`config.mk`:
```
export PLATFORM = sky130hd
export DESIGN_NAME = hiscore_ram_arbiter
export DESIGN_NICKNAME = d
export VERILOG_FILES = /design/src/rtl/hiscore_arb_pkg.sv /design/src/rtl/arb_wait_timer.sv /design/src/rtl/hiscore_ram_arbiter.sv
export SDC_FILE = /design/constraint.sdc
export NUM_CORES = 1
export LEC_CHECK = 0
export CAP_MARGIN = 20
export CORE_UTILIZATION = 37
export CTS_CLUSTER_DIAMETER = 200
export DETAILED_ROUTE_END_ITERATION = 10
export PLACE_DENSITY = 0.79
export SLEW_MARGIN = 20
export SYNTH_ARGS = -nofsm -noshare
export SYNTH_HDL_FRONTEND = slang
export SYNTH_SLANG_ARGS = --single-unit
```
`constraint.sdc`:
```
create_clock -name clk -period 2.05 [get_ports clk]
set_input_delay 0.41 -clock clk [delete_from_list [all_inputs] [get_ports clk]]
set_output_delay 0.41 -clock clk [all_outputs]
set_load 0.005 [all_outputs]
```
`src/rtl/hiscore_arb_pkg.sv`:
```
// Shared types for the hiscore work-RAM arbiter: FSM states and port-owner encoding.
package hiscore_arb_pkg;

    typedef enum logic [2:0] {
        IDLE,
        WAIT_VBL,
        SETTLE,
        GRANT,
        DRAIN,
        RELEASE,
        ABORT
    } arb_state_t;

    localparam logic OWN_CPU = 1'b0;
    localparam logic OWN_HS  = 1'b1;

endpackage

```
`src/rtl/arb_wait_timer.sv`:
```
// Loadable saturating up-counter; done flags when the count sits at LIMIT.
module arb_wait_timer #(
    parameter int W     = 4,
    parameter int LIMIT = 15
) (
    input  logic clk,
    input  logic reset_n,
    input  logic clear,
    input  logic en,
    output logic done
);

    localparam logic [W-1:0] LIM = W'(LIMIT);

    logic [W-1:0] count;

    always_ff @(posedge clk or negedge reset_n) begin
        if (!reset_n) begin
            count <= '0;
        end else if (clear) begin
            count <= '0;
        end else if (en && !done) begin
            count <= count + W'(1);
        end
    end

    assign done = (count == LIM);

endmodule

```
`src/rtl/hiscore_ram_arbiter.sv`:
```
// Shares the game work-RAM port between the Z80 and the hiscore engine,
// pausing the CPU and waiting for vblank plus a settle period before granting.
module hiscore_ram_arbiter
    import hiscore_arb_pkg::*;
#(
    parameter int AW          = 16,
    parameter int DW          = 8,
    parameter int SETTLE_CYC  = 8,
    parameter int VBL_TIMEOUT = 1048575
) (
    input  logic          clk,
    input  logic          reset_n,
    input  logic          vblank,
    input  logic          hs_req,
    input  logic [AW-1:0] hs_addr,
    input  logic [DW-1:0] hs_wdata,
    input  logic          hs_we,
    output logic          hs_grant,
    output logic [DW-1:0] hs_rdata,
    output logic          hs_rvalid,
    input  logic [AW-1:0] cpu_addr,
    input  logic [DW-1:0] cpu_wdata,
    input  logic          cpu_we,
    output logic [DW-1:0] cpu_rdata,
    output logic [AW-1:0] ram_addr,
    output logic [DW-1:0] ram_wdata,
    output logic          ram_we,
    input  logic [DW-1:0] ram_rdata,
    output logic          pause_req,
    output logic          busy,
    output logic          cpu_collision
);

    // IDLE: CPU owns port | WAIT_VBL: paused, awaiting vblank | SETTLE: let CPU bus cycle finish
    // GRANT: hiscore owns port | DRAIN: last read returns | RELEASE: hand back | ABORT: cancelled
    localparam int TW = $clog2(VBL_TIMEOUT + 1);
    localparam int SW = (SETTLE_CYC > 1) ? $clog2(SETTLE_CYC) : 1;

    arb_state_t state;
    logic       sel;
    logic       vbl_timeout;
    logic       settle_done;

    arb_wait_timer #(.W(TW), .LIMIT(VBL_TIMEOUT)) u_vbl_timer (
        .clk     (clk),
        .reset_n (reset_n),
        .clear   (state != WAIT_VBL),
        .en      (state == WAIT_VBL),
        .done    (vbl_timeout)
    );

    arb_wait_timer #(.W(SW), .LIMIT(SETTLE_CYC - 1)) u_settle_timer (
        .clk     (clk),
        .reset_n (reset_n),
        .clear   (state != SETTLE),
        .en      (state == SETTLE),
        .done    (settle_done)
    );

    always_ff @(posedge clk or negedge reset_n) begin
        if (!reset_n) begin
            state         <= IDLE;
            sel           <= OWN_CPU;
            hs_grant      <= 1'b0;
            pause_req     <= 1'b0;
            hs_rvalid     <= 1'b0;
            cpu_collision <= 1'b0;
        end else begin
            hs_rvalid <= (state == GRANT) && !hs_we;
            if (state == GRANT && cpu_we) cpu_collision <= 1'b1;
            case (state)
                IDLE: if (hs_req) begin
                    state     <= WAIT_VBL;
                    pause_req <= 1'b1;
                end
                WAIT_VBL: begin
                    if (!hs_req) state <= ABORT;
                    else if (vblank || vbl_timeout) state <= SETTLE;
                end
                SETTLE: begin
                    if (!hs_req) begin
                        state <= ABORT;
                    end else if (settle_done) begin
                        state    <= GRANT;
                        sel      <= OWN_HS;
                        hs_grant <= 1'b1;
                    end
                end
                GRANT: if (!hs_req) begin
                    state    <= DRAIN;
                    hs_grant <= 1'b0;
                end
                DRAIN: state <= RELEASE;
                RELEASE: begin
                    state     <= IDLE;
                    sel       <= OWN_CPU;
                    pause_req <= 1'b0;
                end
                ABORT: begin
                    state     <= IDLE;
                    pause_req <= 1'b0;
                end
                default: state <= IDLE;
            endcase
        end
    end

    // sel stays HS through DRAIN/RELEASE so the engine's last read completes
    assign ram_addr  = (sel == OWN_HS) ? hs_addr  : cpu_addr;
    assign ram_wdata = (sel == OWN_HS) ? hs_wdata : cpu_wdata;
    assign ram_we    = (sel == OWN_HS) ? (hs_we && hs_grant && state == GRANT) : cpu_we;
    assign cpu_rdata = ram_rdata;
    assign hs_rdata  = ram_rdata;
    assign busy      = (state != IDLE);

endmodule

```
---- Word level (Yosys, flattened, before mapping) ----
Index checks and enable logic that the tools add are counted.
storage, ports and cells
  flip-flop bits (word level) ............. 31
  latch bits .............................. 0
  memory bits (writable) .................. 0
  bits in read-only memories .............. 0
  input bits .............................. 62
  output and inout bits ................... 46
  logic and storage cells ................. 69
  memories kept ........................... 0
cells by class
  add/subtract/negate cells ............... 2
  $mul .................................... 0
  div/mod/pow operators ................... 0
  order comparisons ....................... 0
  equal/unequal tests ..................... 16
  shift-type cells ........................ 0
  multiplexer cells ....................... 21
  bitwise logic cells ..................... 0
  reductions and logical operators ........ 22
operators with widths
  operator                                                               number
  20-bit two-way mux                                                     2
  3-bit two-way mux                                                      8
  20-bit by 1-bit adder with 20-bit output, second input constant        1
  20-bit equality test, second input constant                            1
  16-bit two-way mux                                                     1
  3-bit case mux with 5 select lines                                     1
  3-bit equality test, second input constant                             4
  2-bit nonzero test                                                     5
  8-bit two-way mux                                                      1
  2-bit != test, second input constant                                   4
  4-bit AND reduction                                                    2
  3-bit by 2-bit equality test with 1-bit output, second input constant  2
  1-bit logical AND                                                      6
  3-bit != test, second input constant                                   2
  1-bit case mux with 2 select lines                                     3
  1-bit two-way mux                                                      5
  3-bit by 1-bit adder with 3-bit output, second input constant          1
  3-bit by 1-bit equality test with 1-bit output, second input constant  1
  1-bit zero test                                                        3
  3-bit zero test                                                        1
  3-bit by 1-bit != test with 1-bit output, second input constant        1
  3-bit by 2-bit != test with 1-bit output, second input constant        1
  3-bit AND reduction                                                    1
  3-bit nonzero test                                                     1
  other kinds (3)                                                        3

---- Depth between registers and ports, before layout ----
Gate-level depths: netlist (run 1).
  depth after elaboration ................. 5
  mapped depth ............................ 8
  mapped depth without buffers ............ 6

---- Cells and area by module ----
Synthesis (run 1) repeated with hierarchy kept, for this count alone.
second synthesis, totals
  cells, all modules ...................... 226
  area total of the unflattened synthesis .. 2230.9 sq um
modules (own cells, without submodules)
  module                           instances  cells each  area an instance (sq um)  sequential area each (sq um)
  arb_wait_timer (u_vbl_timer)     1          122         1131.1                    500.5
  hiscore_ram_arbiter              1          89          915.9                     200.2
  arb_wait_timer (u_settle_timer)  1          15          183.9                     75.1

---- Worst setup path before layout (run 1) ----
OpenSTA, ideal clock, no wires.
  path kind ............................... reg2reg
  from .................................... register state[2]
  to ...................................... register state[0]
  setup time .............................. 125 ps
  arrival time ............................ 1807 ps
  data required time ...................... 1925 ps
  path slack .............................. 118 ps
  cell stages (with the launch flop) ...... 7
  path buffers ............................ 2
  period minus slack after synthesis ...... 1932 ps
  cell sequence ........................... dfrtp_1 > buf_6 > or3b_1 > buf_6 > or3_4 > o221ai_4 > mux2_4
between the ends
  longest elaborated chain between the ends .. 3
  elaborated cells on any way between the ends .. 11
  classes of those cells .................. eq/ne (8); mux (1); reduce/logical (2)
ends and longest elaborated chain
  item                                                                          RTL line                   RTL
  start, declared                                                               hiscore_ram_arbiter.sv:39  arb_state_t state;
  start signal, assigned                                                        hiscore_ram_arbiter.sv:62  state <= IDLE;
  start signal, assigned                                                        hiscore_ram_arbiter.sv:73  state <= WAIT_VBL;
  start signal, assigned                                                        hiscore_ram_arbiter.sv:77  if (!hs_req) state <= ABORT;
  3-bit by 2-bit equality test with 1-bit output, or another cell as far along  hiscore_ram_arbiter.sv:71  case (state)
  3-bit != test (no source line) or 2-bit != test (tied branches)               -
  4-bit AND reduction (no source line)                                          -
Several ways; a longest one is shown, not always the timed one.
A chain may end at the register's enable or synchronous reset.

---- Worst setup path in the final report (run 1) ----
  from .................................... register sel
  to ...................................... output port ram_wdata[0]
between the ends
  longest elaborated chain between the ends .. 1
ends and longest elaborated chain
  item                    RTL line                    RTL
  start, declared         hiscore_ram_arbiter.sv:40   logic sel;
  start signal, assigned  hiscore_ram_arbiter.sv:63   sel <= OWN_CPU;
  start signal, assigned  hiscore_ram_arbiter.sv:85   sel <= OWN_HS;
  start signal, assigned  hiscore_ram_arbiter.sv:96   sel <= OWN_CPU;
  8-bit two-way mux       hiscore_ram_arbiter.sv:110  assign ram_wdata = (sel == OWN_HS) ? hs_wdata : cpu_wdata;
  end, declared           hiscore_ram_arbiter.sv:26   output logic [DW-1:0] ram_wdata,
Every way passes these cells.

==> load_flow_metrics.sql, run 1 <==
INSERT INTO impl_metrics (metric_group, metric, value, unit) VALUES
('synth', 'yosys_most_used_dff', 'dfrtp_1', ''),
('setup_path', 'timing.rr.end', 'u_vbl_timer.count[5]$_DFFE_PN0P_', ''),
('setup_path', 'timing.critical_path.arrival', '1500', 'ps'),
('detailed_routing', 'route.detailed.vias_per_inst', '5.45', ''),
('die', 'die-height', '78.4', 'µm'),
('cells_and_area', 'synthToLayoutAreaGrowth', '47.1', '%'),
('setup_path', 'criticalPathCategory', 'reg -> out', ''),
('setup_path', 'crit_path_start_kind', 'flop', ''),
('setup_path', 'endpoint_kind', 'output pin', ''),
('sta', 'timing_hold_violations_final', '0', ''),
('power', 'power_per_cell_area', '693', 'nW/µm²'),
('setup_path', 'critPathRequiredTime', '1640', 'ps'),
('synth', 'synth_cell_types', '49', ''),
('setup_path', 'regToRegSetupSlack', '190', 'ps'),
('setup_path', 'cp_slowest_cell', 'dfrtp_1', ''),
('placement', 'globalplace.congestion', '0.795', ''),
('cells_and_area', 'num-fill-cells', '490', ''),
('hold_path', 'worst_min_path_start', 'cpu_collision$_DFFE_PN0P_', ''),
('sta', 'maxClockFrequency', '523', 'MHz'),
('grt', 'antenna_found_initial', '0', ''),
('detailed_routing', 'num_vias', '2102', ''),
('cells_and_area', 'drive_above_1_share', '19.7', '%'),
('run', 'timing.max_cap.violations', '0', ''),
('die', 'die_w', '78.4', 'µm'),
('status', 'outcome', 'finished clean', ''),
('grt', 'globalRouteMet3Util', '5.35', '%'),
('synth', 'synth_seq_area_share', '35.9', '%'),
('synth', 'synth-seq-cells', '31', ''),
('power', 'max_rail_drop_vdd', '0.385', 'mV'),
('grt', 'gr-max-usage-layer', 'met2', ''),
('detailed_routing', 'final_antenna_net_count', '0', ''),
('setup_path', 'worst_r2r_path_depth', '6', ''),
('detailed_routing', 'drt-total-wl', '5680', 'µm'),
('synth', 'postSynthNetCount', '296', ''),
('detailed_routing', 'post-route-drc-count', '0', ''),
('clock_network', 'cts.clk_slew.worst_paths', '60', 'ps'),
('cells_and_area', 'layoutNonFillerInstCount', '386', ''),
('sta', 'period_needed', '1910', 'ps'),
('clock_network', 'max-clock-path-buffers', '2', ''),
('setup_path', 'critPathMaxStageDelay', '350', 'ps'),
('die', 'num_rows', '27', ''),
('die', 'io_pins', '108', ''),
('clock_network', 'cts.sinks', '31', ''),
('clock_network', 'tritoncts', 'built', ''),
('die', 'die_area', '6150', 'µm²'),
('clock_network', 'h-tree-depth', '2', ''),
('grt', 'grt_first_pass_wirelength', '9250', 'µm'),
('grt', 'pin_count_of_the_biggest_net_entering_global_routing', '32', ''),
('synth', 'postSynthAreaPerCell', '9.35', 'µm²'),
('die', 'start_util', '38.8', '%'),
('synth', 'async_reset_ff_share', '100', '%'),
('sta', 'timing.final.crit_share', '93.3', '%'),
('grt', 'globalRouteMet2Util', '34.8', '%'),
('sta', 'final.setup.tns', '0', 'ps'),
('detailed_routing', 'drt_iter0_drc', '51', ''),
('setup_path', 'timing.rr.start', 'u_vbl_timer.count[1]$_DFFE_PN0P_', ''),
('clock_network', 'clock-root-buffer', 'clkbuf_8', ''),
('cells_and_area', 'net_count_of_the_finished_layout', '380', ''),
('sta', 'final-setup-viol-count', '0', ''),
('synth', 'yosysWarningCount', '0', ''),
('sta', 'slew_worst_pin', '397', 'ps'),
('placement', 'dp_hpwl', '4320', 'µm'),
('sta', 'final_skew', '2.34', 'ps'),
('hold_path', 'hold_wc_path_type', 'reg -> reg', ''),
('clock_network', 'latest_clock_arrival_within_the_worst_skew_pair', '280', 'ps'),
('synth', 'number_of_enable_flip_flop_cells_after_synthesis', '0', ''),
('synth', 'synthesis.area', '2160', 'µm²'),
('power', 'pleak', '1.32', 'nW'),
('cells_and_area', 'most-common-layout-cells', '57 x clkdlybuf4s50_1, 31 x dfrtp_1, 25 x dlygate4sd2_1', ''),
('sta', 'drv_slew', '0', ''),
('power', 'finalPower', '2.20', 'mW');
-- metrics by stage --
stage	area [µm²]	worst slack, ps	hold slack, ps	util [%]
floorplan	2160	118	114	-
global placement	3060	39.4	470	55.0
detailed placement	3060	0.668	467	55.0
CTS	3160	16.9	487	56.7
global route	3180	85.5	526	57.0
finish	3180	138	479	57.0
-- final cells by class --
class	instances	area, µm²	share of cell area [%]
multi-input cells	160	1160	36.6
repair buffers	110	1050	33.0
flip-flops and latches	31	776	24.4
well taps	72	90.1	2.83
clock buffers	6	72.6	2.28
inverters	7	26.3	0.827
-- routing by layer --
metal  vias to the layer above  routed length, µm  part of all wire [%]
li1                       1004                  -                     -
met1                      1003               2300                    40
met2                        93               2900                    51
met3                         2                473                   8.3
met4                         0                 10                  0.18
met5                         -                  0                     0
-- power breakdown --
part	internal [mW]	switching, mW	leakage (nW)
clock	0.226	0.213	0.0371
sequential	0.694	0.0620	0.416
combinational	0.560	0.447	0.867
-- synthesized netlist by cell type (2+ instances only) --
cell type  instances  area share (%)
dfrtp_1           31              36
nand2b_1           3            0.87
nor2b_1            2            0.58
mux2_2            24              13
buf_4             16             5.6
a2111o_1           3             1.6
o211ai_1           3             1.0
mux2i_1            4             1.9
nor2_1             9             1.6
and3_1             3            0.87
o21ai_1            3            0.69
nand4_1            4             1.2
o21ai_0            6             1.4
buf_2              3            0.69
ha_1               3             1.7
nor3_1             6             1.4
or4_1              5             1.7
buf_6              2             1.0
and4_1             5             2.0
a31oi_1            5             1.4
a211oi_1           3             1.0
a21oi_1           15             3.5
clkbuf_1          11             1.9
nand2_1           18             3.1
inv_1              6             1.0
nand3_1           10             2.3
o31ai_1            6             2.1
-- worst max path at each step --
stage | from | end | slack, ps | depth (start not counted)
6_report | sel$_DFFE_PN0P_ | ram_wdata[0] | 140 | 4
5_1_grt | sel$_DFFE_PN0P_ | ram_addr[2] | 90 | 4
4_1_cts | state[1]$_DFFE_PN0P_ | ram_we | 20 | 4
3_5_place_dp | hs_req | state[0]$_DFFE_PN0P_ | 0.7 | 6
3_3_place_gp | hs_req | state[0]$_DFFE_PN0P_ | 40 | 5
2_1_floorplan | state[2]$_DFFE_PN0P_ | state[0]$_DFFE_PN0P_ | 120 | 6
-- repair_timing --
item                                   4_1_cts  5_1_grt
gates cloned                                 1        0
setup buffers                                2        1
endpoints found under the hold margin        0        0
gates resized for setup                     28        2
setup endpoints to repair                   21        1
-- cells by family after synthesis --
logic type,share of synthesized area (%)
buffers and inverters,10.6
adder cells (fa/ha/maj),2.20
flip-flops,35.9
AND/OR/NAND/NOR,17.6
multiplexers,15.1
XOR/XNOR,0.405
AO/OA/AOI/OAI,18.2
-- critical path: cells and delay by family, from the launching register on --
| kind | cells | cell delay [ps] |
|---|---|---|
| flip-flops | 1 | 350 |
| buffers and inverters | 3 | 530 |
| multiplexers | 1 | 340 |
-- state kept, by name, indices dropped and copies added, names as in the netlist --
name	count
u_vbl_timer.count	20
state	3
u_settle_timer.count	3
cpu_collision	1
hs_grant	1
hs_rvalid	1
pause_req	1
sel	1
No activity file was read; power rests on OpenSTA's default activity.
==> run 2: changes to the inputs <==
--- a/config.mk
+++ b/config.mk
@@ -10,6 +10,8 @@
 export CTS_CLUSTER_DIAMETER = 200
 export DETAILED_ROUTE_END_ITERATION = 10
 export PLACE_DENSITY = 0.79
+export RECOVER_POWER = 25
+export SKIP_LAST_GASP = 1
 export SLEW_MARGIN = 20
 export SYNTH_ARGS = -nofsm -noshare
 export SYNTH_HDL_FRONTEND = slang
==> run 2 against run 1 <==
  * The run now ends with negative setup slack left
  * Sequential share of layout area fell by 0.16 points
  * Non-clock buffer count unchanged
  * Critical path type unchanged
  * Hold slack barely moved
  * First-iteration DRC count down 2.0%
  * Clock skew hardly changed
  * Sequential power is essentially flat
  * Clock-buffer cell count stayed put
  * Critical path depth did not move
==> load_flow_metrics.sql, run 2 (synthesis gave the netlist of run 1 again) <==
INSERT INTO impl_metrics (metric_group, metric, value, unit) VALUES
('status', 'outcome', 'finished, violations left', ''),
('status', 'violations_in_the_final_reports', 'negative setup slack', ''),
('detailed_routing', 'drt-total-wl', '5760', 'µm'),
('sta', 'timing.slew.headroom', '48.1', '%'),
('grt', 'pin_count_of_the_biggest_net_entering_global_routing', '32', ''),
('detailed_routing', 'drt_iter0_drc', '50', ''),
('cells_and_area', 'largest_register_ffs', '20', ''),
('placement', 'dp_hpwl', '4320', 'µm'),
('power', 'max_rail_drop_vdd', '0.384', 'mV'),
('sta', 'maxClockFrequency', '480', 'MHz'),
('setup_path', 'crit_fanout', '10', ''),
('detailed_routing', 'detail_route.wl_per_cell', '14.9', 'µm'),
('setup_path', 'critPathRequiredTime', '1640', 'ps'),
('die', 'num_rows', '27', ''),
('cells_and_area', 'net_count_of_the_finished_layout', '380', ''),
('detailed_routing', 'firstDrtPassIters', '4', ''),
('sta', 'period_needed', '2080', 'ps'),
('cells_and_area', 'synthToLayoutAreaGrowth', '48.1', '%'),
('cells_and_area', 'most_common_library_cell_in_the_layout_ignoring_fill_and_taps', 'clkdlybuf4s50_1', ''),
('sta', 'final_skew', '2.27', 'ps'),
('die', 'core_area', '5570', 'µm²'),
('clock_network', 'tritoncts', 'built', ''),
('clock_network', 'cts.sinks', '31', ''),
('cells_and_area', 'reg_top3', 'u_vbl_timer.count x20, state x3, u_settle_timer.count x3', ''),
('detailed_routing', 'route.detailed.vias_per_inst', '5.44', ''),
('clock_network', 'clock-root-buffer', 'clkbuf_8', ''),
('die', 'start_util', '38.8', '%'),
('sta', 'slew_worst_pin', '779', 'ps'),
('power', 'pleak', '1.38', 'nW'),
('setup_path', 'timing.critical_path.arrival', '1670', 'ps'),
('cells_and_area', 'num-fill-cells', '477', ''),
('cells_and_area', 'max_flop_register', 'u_vbl_timer.count', ''),
('die', 'die_area', '6150', 'µm²'),
('grt', 'global_route.usage.total', '19.0', '%'),
('sta', 'timing_hold_violations_final', '0', ''),
('setup_path', 'endpoint_kind', 'output pin', ''),
('die', 'die_w', '78.4', 'µm'),
('die', 'io_pins', '108', ''),
('setup_path', 'criticalPathCategory', 'reg -> out', ''),
('clock_network', 'cts_buffers', '5', ''),
('cells_and_area', 'layout.core_utilization', '57.4', '%'),
('grt', 'grt_remaining_overflow', '0', ''),
('setup_path', 'crit_path_start_kind', 'flop', ''),
('power', 'finalPower', '2.20', 'mW'),
('detailed_routing', 'final_antenna_net_count', '0', ''),
('clock_network', 'latest_clock_arrival_within_the_worst_skew_pair', '290', 'ps'),
('sta', 'final.setup.tns', '-31.5', 'ps'),
('sta', 'setup_slack', '-31.5', 'ps'),
('run', 'timing.max_cap.violations', '0', ''),
('grt', 'grt_first_pass_wirelength', '9250', 'µm'),
('placement', 'placed_area', '3060', 'µm²'),
('clock_network', 'h-tree-depth', '2', ''),
('hold_path', 'hold_wc_path_type', 'reg -> reg', ''),
('clock_network', 'max-clock-path-buffers', '2', ''),
('die', 'die-height', '78.4', 'µm'),
('placement', 'place_inst', '376', ''),
('placement', 'port_buffers', '83', ''),
('sta', 'drv_slew', '0', ''),
('cells_and_area', 'diodes', '0', ''),
('grt', 'antenna_found_initial', '0', ''),
('cells_and_area', 'layoutNonFillerInstCount', '386', ''),
('grt', 'first_global_vias', '2077', ''),
('cells_and_area', 'drive_above_1_share', '19.4', '%'),
('sta', 'hold-worst-slack', '479', 'ps'),
('detailed_routing', 'post-route-drc-count', '0', ''),
('sta', 'final-setup-viol-count', '1', ''),
('placement', 'pre_cts_setup_slack', '0.668', 'ps'),
('detailed_routing', 'num_vias', '2100', ''),
('clock_network', 'cts.clk_slew.worst_paths', '60', 'ps'),
('cells_and_area', 'multi_input_area', '1160', 'µm²'),
('cells_and_area', 'most-common-layout-cells', '57 x clkdlybuf4s50_1, 31 x dfrtp_1, 24 x mux2_2', ''),
('sta', 'timing.final.crit_share', '102', '%'),
('sta', 'grt_setup_unrepaired', 'yes', ''),
('power', 'power_per_cell_area', '687', 'nW/µm²'),
('cells_and_area', 'fin_area', '3200', 'µm²'),
('cells_and_area', 'area.sequential', '776', 'µm²'),
('placement', 'globalplace.congestion', '0.795', '');
run 2: cell count changes in the layout (fill, tap and decap cells not counted):
cell and delta:
dlygate4sd2_1 -9, dlygate4sd3_1 +1, nor2b_4 -1, clkbuf_2 +1, nor2b_1 +1, buf_4 -1
dlymetal6s2s_1 +8
run 2: path summary, 6_finish.rpt:
check / startpoint / to / slack [ps] / cells past startpoint
max: sel$_DFFE_PN0P_ / ram_wdata[3] / -30 / 4
max reg2reg: u_vbl_timer.count[1]$_DFFE_PN0P_ / u_vbl_timer.count[5]$_DFFE_PN0P_ / 190 / 6
min: cpu_collision$_DFFE_PN0P_ / cpu_collision$_DFFE_PN0P_ / 480 / 1
max in group asynchronous: reset_n / u_settle_timer.count[2]$_DFFE_PN0P_ / 830 / 2
min reg2reg: cpu_collision$_DFFE_PN0P_ / cpu_collision$_DFFE_PN0P_ / 480 / 1
min in group asynchronous: reset_n / u_vbl_timer.count[1]$_DFFE_PN0P_ / 730 / 2
run 2: worst max-delay path, stage by stage (launching register included):
cell             delay (ps)
dfrtp_1                 350
buf_4                   140
buf_8                   130
mux2_2                  330
clkdlybuf4s50_1         440
run 2: layout make-up:
class | count | share of cell area, %
inverters | 7 | 0.821
flip-flops and latches | 31 | 24.2
repair buffers | 110 | 33.7
clock buffers | 6 | 2.27
multi-input cells | 160 | 36.1
well taps | 72 | 2.82
run 2: timing repair:
action,4_1_cts,5_1_grt
setup buffers,2,1
endpoints found under the setup margin,21,10
cloned,1,0
endpoints found under the hold margin,0,0
gates resized for setup,19,10
hold buffers,0,0
run 2: report_power, final:
part	internal (mW)	total [mW]	switching, mW
combinational	0.557	1.00	0.447
clock	0.226	0.442	0.216
sequential	0.694	0.753	0.0581
run 2: metal layers:
layer | share of wire [%] | global-route usage (%) | routed length, µm | vias to the layer above
met3 | 8.2 | 5.35 | 474 | 5
met2 | 51 | 34.8 | 2930 | 89
met1 | 40 | 21.0 | 2310 | 1001
met5 | 0 | 0 | 0 | -
li1 | - | - | - | 1005
met4 | 0.63 | 6.48 | 36 | 0
==> run 3: changes to the inputs <==
--- a/config.mk
+++ b/config.mk
@@ -16,3 +16,4 @@
 export SYNTH_ARGS = -nofsm -noshare
 export SYNTH_HDL_FRONTEND = slang
 export SYNTH_SLANG_ARGS = --single-unit
+export TNS_END_PERCENT = 50
==> constraint.sdc (replaced) <==
create_clock -name clk -period 2.05 [get_ports clk]
set_input_delay 0.615 -clock clk [delete_from_list [all_inputs] [get_ports clk]]
set_output_delay 0.615 -clock clk [all_outputs]
set_load 0.005 [all_outputs]
==> run 3 against run 2 <==
  * The run still ends with negative setup slack left
  * Clock power fell by 2%
  * Highest routed layer unchanged
  * Critical path type is now in -> out
  * Worst setup slack got worse by 10 ps
  * Critical endpoint is now ram_addr[14]
  * Critical path depth fell by 1
  * Design area fell by 4.1%
  * Largest power group unchanged
==> load_flow_metrics.sql, run 3 (synthesis gave the netlist of run 1 again) <==
INSERT INTO impl_metrics (metric_group, metric, value, unit) VALUES
('hold_path', 'worst_min_path_start', 'cpu_collision$_DFFE_PN0P_', ''),
('die', 'die-height', '78.4', 'µm'),
('setup_path', 'timing.rr.start', 'state[2]$_DFFE_PN0P_', ''),
('detailed_routing', 'route.detailed.vias_per_inst', '5.39', ''),
('clock_network', 'cts.clk_slew.worst_paths', '60', 'ps'),
('die', 'die_area', '6150', 'µm²'),
('die', 'io_pins', '108', ''),
('setup_path', 'timing.critical_path.arrival', '1480', 'ps'),
('detailed_routing', 'drt-total-wl', '5540', 'µm'),
('setup_path', 'critical_path.startpoint', 'hs_addr[14]', ''),
('detailed_routing', 'post-route-drc-count', '0', ''),
('sta', 'grt_setup_unrepaired', 'yes', ''),
('status', 'outcome', 'finished, violations left', ''),
('sta', 'maxClockFrequency', '478', 'MHz'),
('placement', 'dp_hpwl', '4220', 'µm'),
('grt', 'grt_first_pass_wirelength', '9260', 'µm'),
('sta', 'setup_slack', '-41.6', 'ps'),
('grt', 'global_route.usage.total', '19.1', '%'),
('die', 'core_area', '5570', 'µm²'),
('sta', 'timing.slew.headroom', '48.8', '%'),
('grt', 'antenna_found_initial', '0', ''),
('die', 'die_w', '78.4', 'µm'),
('detailed_routing', 'firstDrtPassIters', '4', ''),
('sta', 'timing_hold_violations_final', '0', ''),
('placement', 'port_buffers', '83', ''),
('sta', 'final_skew', '5.52', 'ps'),
('setup_path', 'critPathRequiredTime', '1430', 'ps'),
('cells_and_area', 'max_flop_register', 'u_vbl_timer.count', ''),
('grt', 'pin_count_of_the_biggest_net_entering_global_routing', '32', ''),
('placement', 'globalplace.congestion', '0.823', ''),
('setup_path', 'endpoint_kind', 'output pin', ''),
('sta', 'final.setup.tns', '-219', 'ps'),
('sta', 'final-setup-viol-count', '6', ''),
('clock_network', 'clock-root-buffer', 'clkbuf_8', ''),
('sta', 'timing.final.crit_share', '102', '%'),
('cells_and_area', 'drive_above_1_share', '25.8', '%'),
('setup_path', 'crit_fanout', '1', ''),
('power', 'pleak', '1.27', 'nW'),
('power', 'max_rail_drop_vdd', '0.530', 'mV'),
('setup_path', 'regToRegSetupSlack', '90', 'ps'),
('grt', 'grt_remaining_overflow', '0', ''),
('setup_path', 'criticalPathCategory', 'in -> out', ''),
('detailed_routing', 'final_antenna_net_count', '0', ''),
('run', 'timing.max_cap.violations', '0', ''),
('cells_and_area', 'diodes', '0', ''),
('clock_network', 'cts.sinks', '31', ''),
('cells_and_area', 'net_count_of_the_finished_layout', '380', ''),
('cells_and_area', 'most_common_library_cell_in_the_layout_ignoring_fill_and_taps', 'clkdlybuf4s50_1', ''),
('power', 'power_per_cell_area', '708', 'nW/µm²'),
('power', 'finalPower', '2.17', 'mW'),
('hold_path', 'hold_end', 'cpu_collision$_DFFE_PN0P_', ''),
('placement', 'pre_cts_setup_slack', '-358', 'ps'),
('cells_and_area', 'most-common-layout-cells', '55 x clkdlybuf4s50_1, 30 x dfrtp_1, 25 x buf_4', ''),
('cells_and_area', 'reg_top3', 'u_vbl_timer.count x20, state x3, u_settle_timer.count x3', ''),
('sta', 'slew_worst_pin', '769', 'ps'),
('cells_and_area', 'largest_register_ffs', '20', ''),
('detailed_routing', 'detail_route.wl_per_cell', '14.3', 'µm'),
('sta', 'period_needed', '2090', 'ps'),
('clock_network', 'max-clock-path-buffers', '2', ''),
('sta', 'hold-worst-slack', '484', 'ps'),
('die', 'num_rows', '27', ''),
('cells_and_area', 'synthToLayoutAreaGrowth', '42.0', '%'),
('clock_network', 'post-cts-setup-buffers', '0', ''),
('clock_network', 'cts_buffers', '5', ''),
('status', 'violations_in_the_final_reports', 'negative setup slack', ''),
('grt', 'first_global_vias', '2045', ''),
('detailed_routing', 'drt_iter0_drc', '85', ''),
('clock_network', 'tritoncts', 'built', ''),
('setup_path', 'crit_path_start_kind', 'input port', ''),
('clock_network', 'h-tree-depth', '2', ''),
('die', 'start_util', '38.8', '%'),
('clock_network', 'latest_clock_arrival_within_the_worst_skew_pair', '280', 'ps'),
('detailed_routing', 'num_vias', '2079', ''),
('setup_path', 'timing.rr.end', 'state[0]$_DFFE_PN0P_', ''),
('setup_path', 'worst_r2r_path_depth', '5', ''),
('hold_path', 'hold_wc_path_type', 'reg -> reg', ''),
('sta', 'drv_slew', '0', ''),
('hold_path', 'timing.hold.worst_path_depth', '1', ''),
('cells_and_area', 'layout.core_utilization', '55.0', '%');
==> run 3: changes by cell type in the layout (fill, tap and decap cells not counted), moves of 6 or more <==
cell / change
clkbuf_2: +7
dlymetal6s2s_1: -9
buf_2: +12
dlygate4sd2_1: -14
clkdlybuf4s15_1: +6
==> run 3: per-stage QoR <==
stage | cells | instance area [µm²]
CTS | 386 | 3090
global placement | 380 | 3090
detailed placement | 380 | 3090
global route | 386 | 3070
floorplan | 231 | 2160
finish | 386 | 3070
==> run 3: cell type report <==
type                            count  area (µm²)
Clock buffer                        6        72.6
Fill cell                         511        2510
Inverter                            7        26.3
Multi-Input combinational cell    160        1160
Sequential cell                    31         777
Tap cell                           72        90.1
Timing Repair Buffer              110         946
==> run 3: timing repair <==
| item | 4_1_cts | 5_1_grt |
|---|---|---|
| endpoints found under the setup margin | 26 | 14 |
| gates resized for setup | 64 | 20 |
| hold buffers | 0 | 0 |
==> run 3: worst max-delay path by stage <==
| stage | to | slack, ps |
|---|---|---|
| 4_1_cts | ram_addr[15] | -110 |
| 2_1_floorplan | ram_addr[10] | 80 |
| 6_report | ram_addr[14] | -40 |
| 3_5_place_dp | ram_we | -360 |
| 3_3_place_gp | ram_we | -370 |
| 5_1_grt | ram_addr[2] | -70 |
==> run 3: report_power, final <==
part	leakage [nW]	switching, mW	internal, mW	total (mW)
clock	0.0371	0.207	0.226	0.433
sequential	0.414	0.0779	0.695	0.772
combinational	0.816	0.430	0.539	0.969
==> run 3: worst max-delay path, stage by stage <==
cell             delay, ps
clkdlybuf4s50_1        390
mux2_2                 260
clkdlybuf4s15_1        210
==> run 3: routing by layer <==
layer | track usage (%) | share of wire, %
met5 | 0 | 0
met4 | 5.37 | 1.2
met3 | 5.93 | 8.9
met2 | 34.2 | 49
met1 | 21.7 | 41
